**src/rtl/log_mult_pkg.sv**
```systemverilog
// Shared widths and payload types for the Mitchell log multiplier datapath.
package log_mult_pkg;

    localparam int unsigned DWIDTH_DEF  = 16;
    localparam int unsigned M_WIDTH_DEF = 6;

    // Characteristic-sum width and product width for a given operand width.
    function automatic int unsigned kw_for(input int unsigned dw);
        return $clog2(dw) + 1;
    endfunction

    function automatic int unsigned pw_for(input int unsigned dw);
        return 2 * dw;
    endfunction

    localparam int unsigned KW = kw_for(DWIDTH_DEF);
    localparam int unsigned PW = pw_for(DWIDTH_DEF);

    // Stage-1 payload at the default widths: shift amount, mantissa with
    // hidden one, and the zero-operand override.
    typedef struct packed {
        logic [KW-1:0]        e;
        logic [M_WIDTH_DEF:0] m;
        logic                 zero;
    } s1_payload_t;

endpackage

```
**src/rtl/log_antilog_shift.sv**
```systemverilog
// Combinational antilog: product = ({1,f} << E) >> M_WIDTH, or 0 on zero.
module log_antilog_shift
    import log_mult_pkg::*;
#(
    parameter int unsigned DWIDTH  = DWIDTH_DEF,
    parameter int unsigned M_WIDTH = M_WIDTH_DEF
) (
    input  logic [M_WIDTH:0]        mant,
    input  logic [$clog2(DWIDTH):0] exp_sh,
    input  logic                    zero,
    output logic [2*DWIDTH-1:0]     product_c
);

    localparam int unsigned PRW = pw_for(DWIDTH);
    // Wide enough that the largest mantissa shifted by the largest E never overflows.
    localparam int unsigned SW  = PRW + M_WIDTH + 1;

    // Barrel shift in the wide domain, then drop the fraction bits.
    always_comb begin
        product_c = '0;
        if (!zero) begin
            product_c = PRW'((SW'(mant) << exp_sh) >> M_WIDTH);
        end
    end

endmodule

```
**src/rtl/log_antilog_pipe.sv**
```systemverilog
// Two-stage antilog pipeline with valid/ready handshake on both sides.
module log_antilog_pipe
    import log_mult_pkg::*;
#(
    parameter int unsigned DWIDTH  = DWIDTH_DEF,
    parameter int unsigned M_WIDTH = M_WIDTH_DEF
) (
    input  logic                    clk,
    input  logic                    rst,
    input  logic                    in_valid,
    output logic                    in_ready,
    input  logic                    in_zero,
    input  logic [$clog2(DWIDTH):0] sum_k,
    input  logic [M_WIDTH:0]        sum_x,
    output logic                    out_valid,
    input  logic                    out_ready,
    output logic [2*DWIDTH-1:0]     product
);

    localparam int unsigned EW  = kw_for(DWIDTH);
    localparam int unsigned PRW = pw_for(DWIDTH);

    typedef struct packed {
        logic [EW-1:0]    e;
        logic [M_WIDTH:0] m;
        logic             zero;
    } s1_t;

    logic           s1_valid_q, s1_valid_d;
    s1_t            s1_q, s1_d;
    logic           s2_valid_q, s2_valid_d;
    logic [PRW-1:0] prod_q, prod_d;
    logic [PRW-1:0] shift_prod;
    logic           s2_can_load;

    // A stage may load when it is empty or its content leaves this cycle.
    assign s2_can_load = !s2_valid_q || out_ready;
    assign in_ready    = !s1_valid_q || s2_can_load;
    assign out_valid   = s2_valid_q;
    assign product     = prod_q;

    // Stage 1 next state: decode carry into the exponent, restore hidden one.
    always_comb begin
        s1_valid_d = s1_valid_q;
        s1_d       = s1_q;
        if (in_ready) begin
            s1_valid_d = in_valid;
            if (in_valid) begin
                s1_d.e    = sum_k + EW'(sum_x[M_WIDTH]);
                s1_d.m    = {1'b1, sum_x[M_WIDTH-1:0]};
                s1_d.zero = in_zero;
            end
        end
    end

    log_antilog_shift #(
        .DWIDTH  (DWIDTH),
        .M_WIDTH (M_WIDTH)
    ) u_shift (
        .mant      (s1_q.m),
        .exp_sh    (s1_q.e),
        .zero      (s1_q.zero),
        .product_c (shift_prod)
    );

    // Stage 2 next state: capture the shifted product, hold under backpressure.
    always_comb begin
        s2_valid_d = s2_valid_q;
        prod_d     = prod_q;
        if (s2_can_load) begin
            s2_valid_d = s1_valid_q;
            if (s1_valid_q) begin
                prod_d = shift_prod;
            end
        end
    end

    // Pipeline registers; reset flushes both stages.
    always_ff @(posedge clk or posedge rst) begin
        if (rst) begin
            s1_valid_q <= 1'b0;
            s1_q       <= '0;
            s2_valid_q <= 1'b0;
            prod_q     <= '0;
        end else begin
            s1_valid_q <= s1_valid_d;
            s1_q       <= s1_d;
            s2_valid_q <= s2_valid_d;
            prod_q     <= prod_d;
        end
    end

endmodule

```
**config.mk**
```make
export PLATFORM = sky130hd
export DESIGN_NAME = log_antilog_pipe
export DESIGN_NICKNAME = d
export VERILOG_FILES = /design/src/rtl/log_mult_pkg.sv /design/src/rtl/log_antilog_shift.sv /design/src/rtl/log_antilog_pipe.sv
export SDC_FILE = /design/constraint.sdc
export NUM_CORES = 1
export LEC_CHECK = 0
export ABC_CLOCK_PERIOD_IN_PS = 4370
export CAP_MARGIN = 15
export CORE_ASPECT_RATIO = 0.9
export CORE_MARGIN = 5
export CORE_UTILIZATION = 50
export DETAILED_ROUTE_END_ITERATION = 10
export PLACE_DENSITY_LB_ADDON = 0.2
export SYNTH_ARGS = -nofsm -noshare
export SYNTH_HDL_FRONTEND = slang
export SYNTH_HIERARCHICAL = 1
export SYNTH_SLANG_ARGS = --single-unit
```
**constraint.sdc**
```tcl
create_clock -name clk -period 4.37 [get_ports clk]
set_input_delay 0.437 -clock clk [delete_from_list [all_inputs] [get_ports clk]]
set_output_delay 0.437 -clock clk [all_outputs]
set_load 0.03 [all_outputs]
```
==> impl_results.md, run 1 <==
* DRC at 0
* Clk pin slew, worst setup/hold paths at 0.08 ns
* CTS tree: built
* CTS H-tree depth at 2
* Crit path capture type: primary output
* Site row count at 25
* Pre-Repair DR Iteration Count at 4
* Placed cell count at 324
* Port Buffer Count at 50
* Fillers at 446
* Fmax achieved at 461.3 MHz
* Type of element launching the critical path: input port
* Hold Vio Cnt, Final at 0
* Synth Flop Type: dfrtp_1
* Final Wtd Congestion at 0.9087
* Status: complete, no violations
* EDFF count, synth at 0
* Cts repair resizes at 0
* Antenna cell count at 0
* Syn_nets at 238
* Initial drt markers at 177
* Maximum capacitance violations at 0
* Most frequent cells in the layout: clkdlybuf4s50_1, dfrtp_1, mux2_2, nor2_1, mux2_4
* Sequential-to-total area share from yosys stat at 44.74%
* CP Max Fanout at 3
* TNS Setup at 0 ns
* Mapped Area at 2629 µm²
* Cells after Synth at 219
* CTS root buffer: clkbuf_8
* Initial core utilization at 50.63%
* Hold buffers post-CTS at 0
* Most used cell, CP: clkdlybuf4s50_1
* Most common cell after layout, fill and taps aside: clkdlybuf4s50_1
* Slew HR at 35.36%
* Via count at 1843
* Drt total wl at 5535 µm
* Avg Vias per Cell at 5.551
* Post-DP HPWL at 3932 µm
* GRT Residual Overflow at 0
* Distinct cells, synth at 42
* Cell chain of the critical path: clkdlybuf4s50_1, nand3b_2, clkdlybuf4s50_1
* Final Cycle Share at 49.60%
* CTS Sinks at 47
* Finished Layout Cells at 332
* RSZ-0062 raised after global routing: false
* Worst path max stage delay at 0.68 ns
* CP top delay family: buffers and inverters
* Async set or reset register ratio after synthesis at 100.0%
* GR Util All Layers at 17.80%
* Largest net degree at the start of global routing at 48
* Die Y at 78.79 µm
* Worst endpoint required time at 3.93 ns
* Final net count at 283
* Antenna violations before repair at 0
* First-pass GRT wire length at 9625 µm
* Final Util at 61.64%
* Share of layout cells above drive strength 1 at 24.91%
* Die Span X at 86.43 µm
* Post-CTS setup buffer count at 0
* Vias in the first global route at 1921
* I/O pin total at 51
* Max-slew violation count at 0
* CP arrival at 1.73 ns
* WL/cell at 16.67 µm
* Syn_area_per_cell at 12.00 µm²
* Total of warnings raised by yosys at 6
* CTS Buf Count at 5
* Tmin final at 2.168 ns
* Setup violations, final at 0
* VDD IR-drop max at 0.2615 mV
* LEAKAGE at 1.443 nW
* P per Cell Area at 416.2 nW/µm²
* CORE AREA at 5192 µm²
* Least-Margin Pin Slew at 0.9682 ns
* Area grow syn2layout at 21.75%
* CP Buf/Inv Count at 2
* Clk buf depth at 2
* Clock Latency Late Sink at 0.29 ns
* Slowest-stage cell, CP: clkdlybuf4s50_1
* Post-route antenna net violation count at 0
* Die area at 6810 µm²
* HP Class: register to register
* Flops & latches, synth at 47
* CP Class: input port to primary output
* Min Hold Slack at 0.5079 ns
* Clk_skew at 0.007882 ns
==> power breakdown <==
group / internal [W] / switching [W] / leakage [nW] / total, W
logic: 0.000244 / 0.000265 / 0.792 / 0.000509
clock network: 0.000112 / 0.000138 / 0.0422 / 0.000250
registers: 0.000493 / 0.0000793 / 0.609 / 0.000573
==> stage by stage <==
stage	worst slack, ns	area [µm²]	total power (W)
after global routing	2.082	3201	0.001409
final	2.202	3201	0.001332
after detailed placement	2.191	3119	0.001090
after CTS	2.191	3201	0.001341
after global placement	2.191	3119	0.001083
after floorplan	2.570	2629	0.0009342
==> cells in the mapped netlist (4+ instances only) <==
library cell | count | area, µm²
nor2_1 | 22 | 82.58
clkbuf_1 | 5 | 18.77
dfrtp_1 | 47 | 1176
nand2b_1 | 8 | 50.05
mux2_2 | 29 | 326.6
nor2b_1 | 8 | 50.05
nand3_1 | 5 | 25.02
mux2_4 | 19 | 285.3
mux2i_1 | 6 | 60.06
nand2_1 | 5 | 18.77
nor3_1 | 13 | 65.06
buf_6 | 4 | 45.04
==> state kept, by name, summed over array words and instances (netlist names) <==
| name | cells |
|---|---|
| out_valid | 1 |
| product | 32 |
| s1_q | 13 |
| s1_valid_q | 1 |
==> metal layers <==
metal  wire length [µm]  track usage [%]
met1               2708            26.66
met2               2437            26.53
met3                350            3.942
met4                 40            3.583
met5                  0                0
==> logic make-up (layout without fill, tap and decap cells) <==
| logic type | Yosys count | in the layout | share of synthesized area, % |
|---|---|---|---|
| buffers and inverters | 13 | 59 | 3.712 |
| and+or+nand+nor | 74 | 74 | 15.09 |
| muxes | 56 | 56 | 27.27 |
| xor gates and xnor gates | 3 | 3 | 0.9997 |
| adders and majority gates | 2 | 2 | 0.9518 |
| AOI/OAI and AO/OA | 24 | 24 | 7.235 |
| DFF | 47 | 47 | 44.74 |
==> worst register-to-register path: cells and delay by family, from the launching register on <==
family / cells / cell delay, ns
compound gates: 1 / 0.22
flops: 1 / 0.66
mux: 2 / 0.67
simple gates: 2 / 0.47
==> cell type report <==
| type | count | area, µm² | share of cell area (%) |
|---|---|---|---|
| Clock buffer | 7 | 76.32 | 2.385 |
| Clock inverter | 1 | 5.005 | 0.1564 |
| Inverter | 1 | 3.754 | 0.1173 |
| Multi-Input combinational cell | 159 | 1355 | 42.34 |
| Sequential cell | 47 | 1176 | 36.75 |
| Tap cell | 67 | 83.83 | 2.619 |
| Timing Repair Buffer | 50 | 500.5 | 15.64 |
==> final timing paths <==
check | cells past startpoint | endpoint | startpoint | slack, ns
setup / recovery | 3 | in_ready | out_ready | 2.20
hold / removal | 1 | product[11] | product[11] | 0.51
min in group asynchronous | 2 | product[14] | rst | 0.69
hold reg to reg | 1 | product[11] | product[11] | 0.51
max in group asynchronous | 2 | s1_q[7] | rst | 3.09
setup reg to reg | 5 | product[18] | s1_q[8] | 2.25
No activity file was read; power rests on OpenSTA's default activity.
==> run 2, diff against run 1 <==
Settings changed: ABC_CLOCK_PERIOD_IN_PS 4370 to 1950, CORE_UTILIZATION 50 to 47.
Clock period 4.37 ns to 1.95 ns, I/O delays scaled along.
==> run 2 against run 1 <==
  * Total power rose by 150%
  * Final cell count rose by 5.7%
  * Clock-buffer cell count fell by 1
  * Setup slack got worse by 2.2 ns
  * Combinational power rose to 2.6 times the previous value
  * Sequential cell count did not move
  * Largest cell class unchanged
==> impl_results.md, run 2 (same netlist as run 1, synthesis figures left out) <==
* Crit path from: s1_q[8]
* GR Util All Layers at 17.35% (-0.45 points)
* Power Total at 0.003308 W (+150%)
* Die Span X at 88.83 µm (+2.8%)
* VDD IR-drop max at 0.5887 mV (+130%)
* Avg Vias per Cell at 5.319 (-4.2%)
* Area of the multi-input gates at 1376 µm² (+1.6%)
* Fillers at 431 (-3.4%)
* Fmax achieved at 521.3 MHz
* Max FFs per register at 32 (unchanged)
* Tmin final at 1.918 ns
* Post-CTS setup buffer count at 0 (unchanged)
* CP arrival at 2.10 ns (+0.37 ns)
* Most common cell after layout, fill and taps aside: clkdlybuf4s50_1
* Clock Latency Late Sink at 0.30 ns (about the same)
* Cell chain of the critical path: buf_4, mux2_4, a222oi_1, and2_1, nor3_1, mux2_4
* First-pass GRT wire length at 9597 µm (-0.29%)
* CTS Sinks at 47 (unchanged)
* HP Class: input port to asynchronous set/reset pin
* Initial drt markers at 80 (-55%)
* Post-route antenna net violation count at 0 (unchanged)
* Min Hold Slack at 0.2482 ns (-0.2597 ns)
* Hold buffers post-CTS at 0 (unchanged)
* Status: complete, no violations
* Clk buf depth at 2 (unchanged)
* Die Y at 80.95 µm (+2.7%)
* Final Wtd Congestion at 0.9186 (+1.1%)
* Storage cell area at 1176 µm² (unchanged)
* Maximum capacitance violations at 0 (unchanged)
* Least-Margin Pin Slew at 0.5108 ns (-0.4574 ns)
* Final Cycle Share at 98.38%
* Die area at 7191 µm² (+5.6%)
* Slowest-stage cell, CP: a222oi_1
* Port Buffer Count at 50 (unchanged)
* CTS root buffer: clkbuf_8
* Vias in the first global route at 1940 (+0.99%)
* Most used cell, CP: mux2_4
* Slew HR at 65.89% (+31 points)
* Area grow syn2layout at 30.32%
* Hold Vio Cnt, Final at 0 (unchanged)
* Antenna cell count at 0 (unchanged)
* Initial core utilization at 49.15% (-1.5 points)
* WL/cell at 16.46 µm (-1.3%)
* Share of layout cells above drive strength 1 at 31.69% (+6.8 points)
* Pre-Repair DR Iteration Count at 4 (unchanged)
* Placed cell count at 343 (+5.9%)
* Drt total wl at 5778 µm (+4.4%)
* Worst reg2reg path startpoint: s1_q[8]
* Site row count at 25 (unchanged)
* Via count at 1867 (+1.3%)
* CORE AREA at 5349 µm² (+3.0%)
* CTS Buf Count at 5 (unchanged)
* Max-slew violation count at 0 (unchanged)
* CTS tree: built
* Most frequent cells in the layout: clkdlybuf4s50_1, dfrtp_1, mux2_2, nor2_1, mux2_4
* Setup violations, final at 0 (unchanged)
* CP Class: register to register
* Finished Layout Cells at 351 (+5.7%)
* Antenna violations before repair at 0 (unchanged)
* RSZ-0062 raised after global routing: true
* DRC at 0 (unchanged)
* LEAKAGE at 1.563 nW (+8.3%)
* Crit path capture type: register
* Worst path max stage delay at 0.40 ns (-0.28 ns)
* Design area at 3426 µm² (+7.0%)
* Final net count at 302 (+6.7%)
* Worst endpoint required time at 2.13 ns (-1.80 ns)
* GRT Residual Overflow at 0 (unchanged)
* CTS H-tree depth at 2 (unchanged)
* Placed inst area at 3287 µm² (+5.4%)
* P per Cell Area at 965.6 nW/µm² (+130%)
* Clk pin slew, worst setup/hold paths at 0.08 ns (about the same)
* CP Max Fanout at 4 (+1)
* I/O pin total at 51 (unchanged)
* Type of element launching the critical path: register
* Largest net degree at the start of global routing at 26 (-46%)
* Clk_skew at 0.006728 ns (-0.001154 ns)
* Post-DP HPWL at 4335 µm (+10%)
-- run 2: cell types whose count changed in the layout (fill, tap and decap cells not counted), sizes merged --
cell	before	now
buf	0	19
bufinv	0	1
clkbuf	7	6
-- run 2: cell type report --
| class | instances | share of cell area (%) |
|---|---|---|
| sequential | 47 | 34.33 |
| clock inverter | 2 | 1.023 |
| tap | 67 | 2.447 |
| inverter | 1 | 0.1096 |
| timing repair buffer | 69 | 19.50 |
| clock buffer | 6 | 2.411 |
| multi-input combinational | 159 | 40.18 |
-- run 2: power by group --
group | switching (W) | total, W | internal (W)
Sequential | 0.000129 | 0.00124 | 0.00111
Clock | 0.000324 | 0.000739 | 0.000415
Combinational | 0.000678 | 0.00133 | 0.000656
Total | 0.00113 | 0.00331 | 0.00218
-- run 2: final timing paths --
path                                    end  cells past startpoint  slack (ns)
worst max register to register  product[23]                      6        0.03
max in group asynchronous        product[3]                      3        1.20
worst min register to register  product[25]                      1        0.51
worst max-delay path            product[23]                      6        0.03
min in group clk                product[25]                      1        0.51
worst min-delay path                s1_q[2]                      2        0.25
-- run 2: critical path: cells and delay by family, from the launching register on --
family,cells,cell delay [ns]
AOI/OAI and AO/OA,1,0.40
and+or+nand+nor,2,0.27
DFF,1,0.39
buffers and inverters,1,0.15
muxes,2,0.59
-- run 2: timing repair --
item	in CTS	in global routing
gates resized for setup	1	3
pin swaps	0	0
endpoints found under the setup margin	2	8
hold endpoints to repair	0	0
-- run 2: per-layer routing --
layer / part of all wire, % / global-route usage, % / up-vias
met2: 46 / 27.60 / 53
met5: 0 / 0 / -
met3: 5.2 / 3.550 / 4
li1: - / - / 904
met4: 0.59 / 3.625 / 0
met1: 48 / 24.50 / 906
-- run 2: per-stage QoR --
stage / TNS [ns] / utilization, % / setup slack (ns)
after global placement: 0 / 61.45 / 0.003053
final: 0 / 64.05 / 0.03161
after floorplan: 0 / - / 0.1496
after detailed placement: 0 / 61.45 / 0.0007082
after global routing: -0.1153 / 64.05 / -0.03900
after CTS: 0 / 63.72 / 0.04901
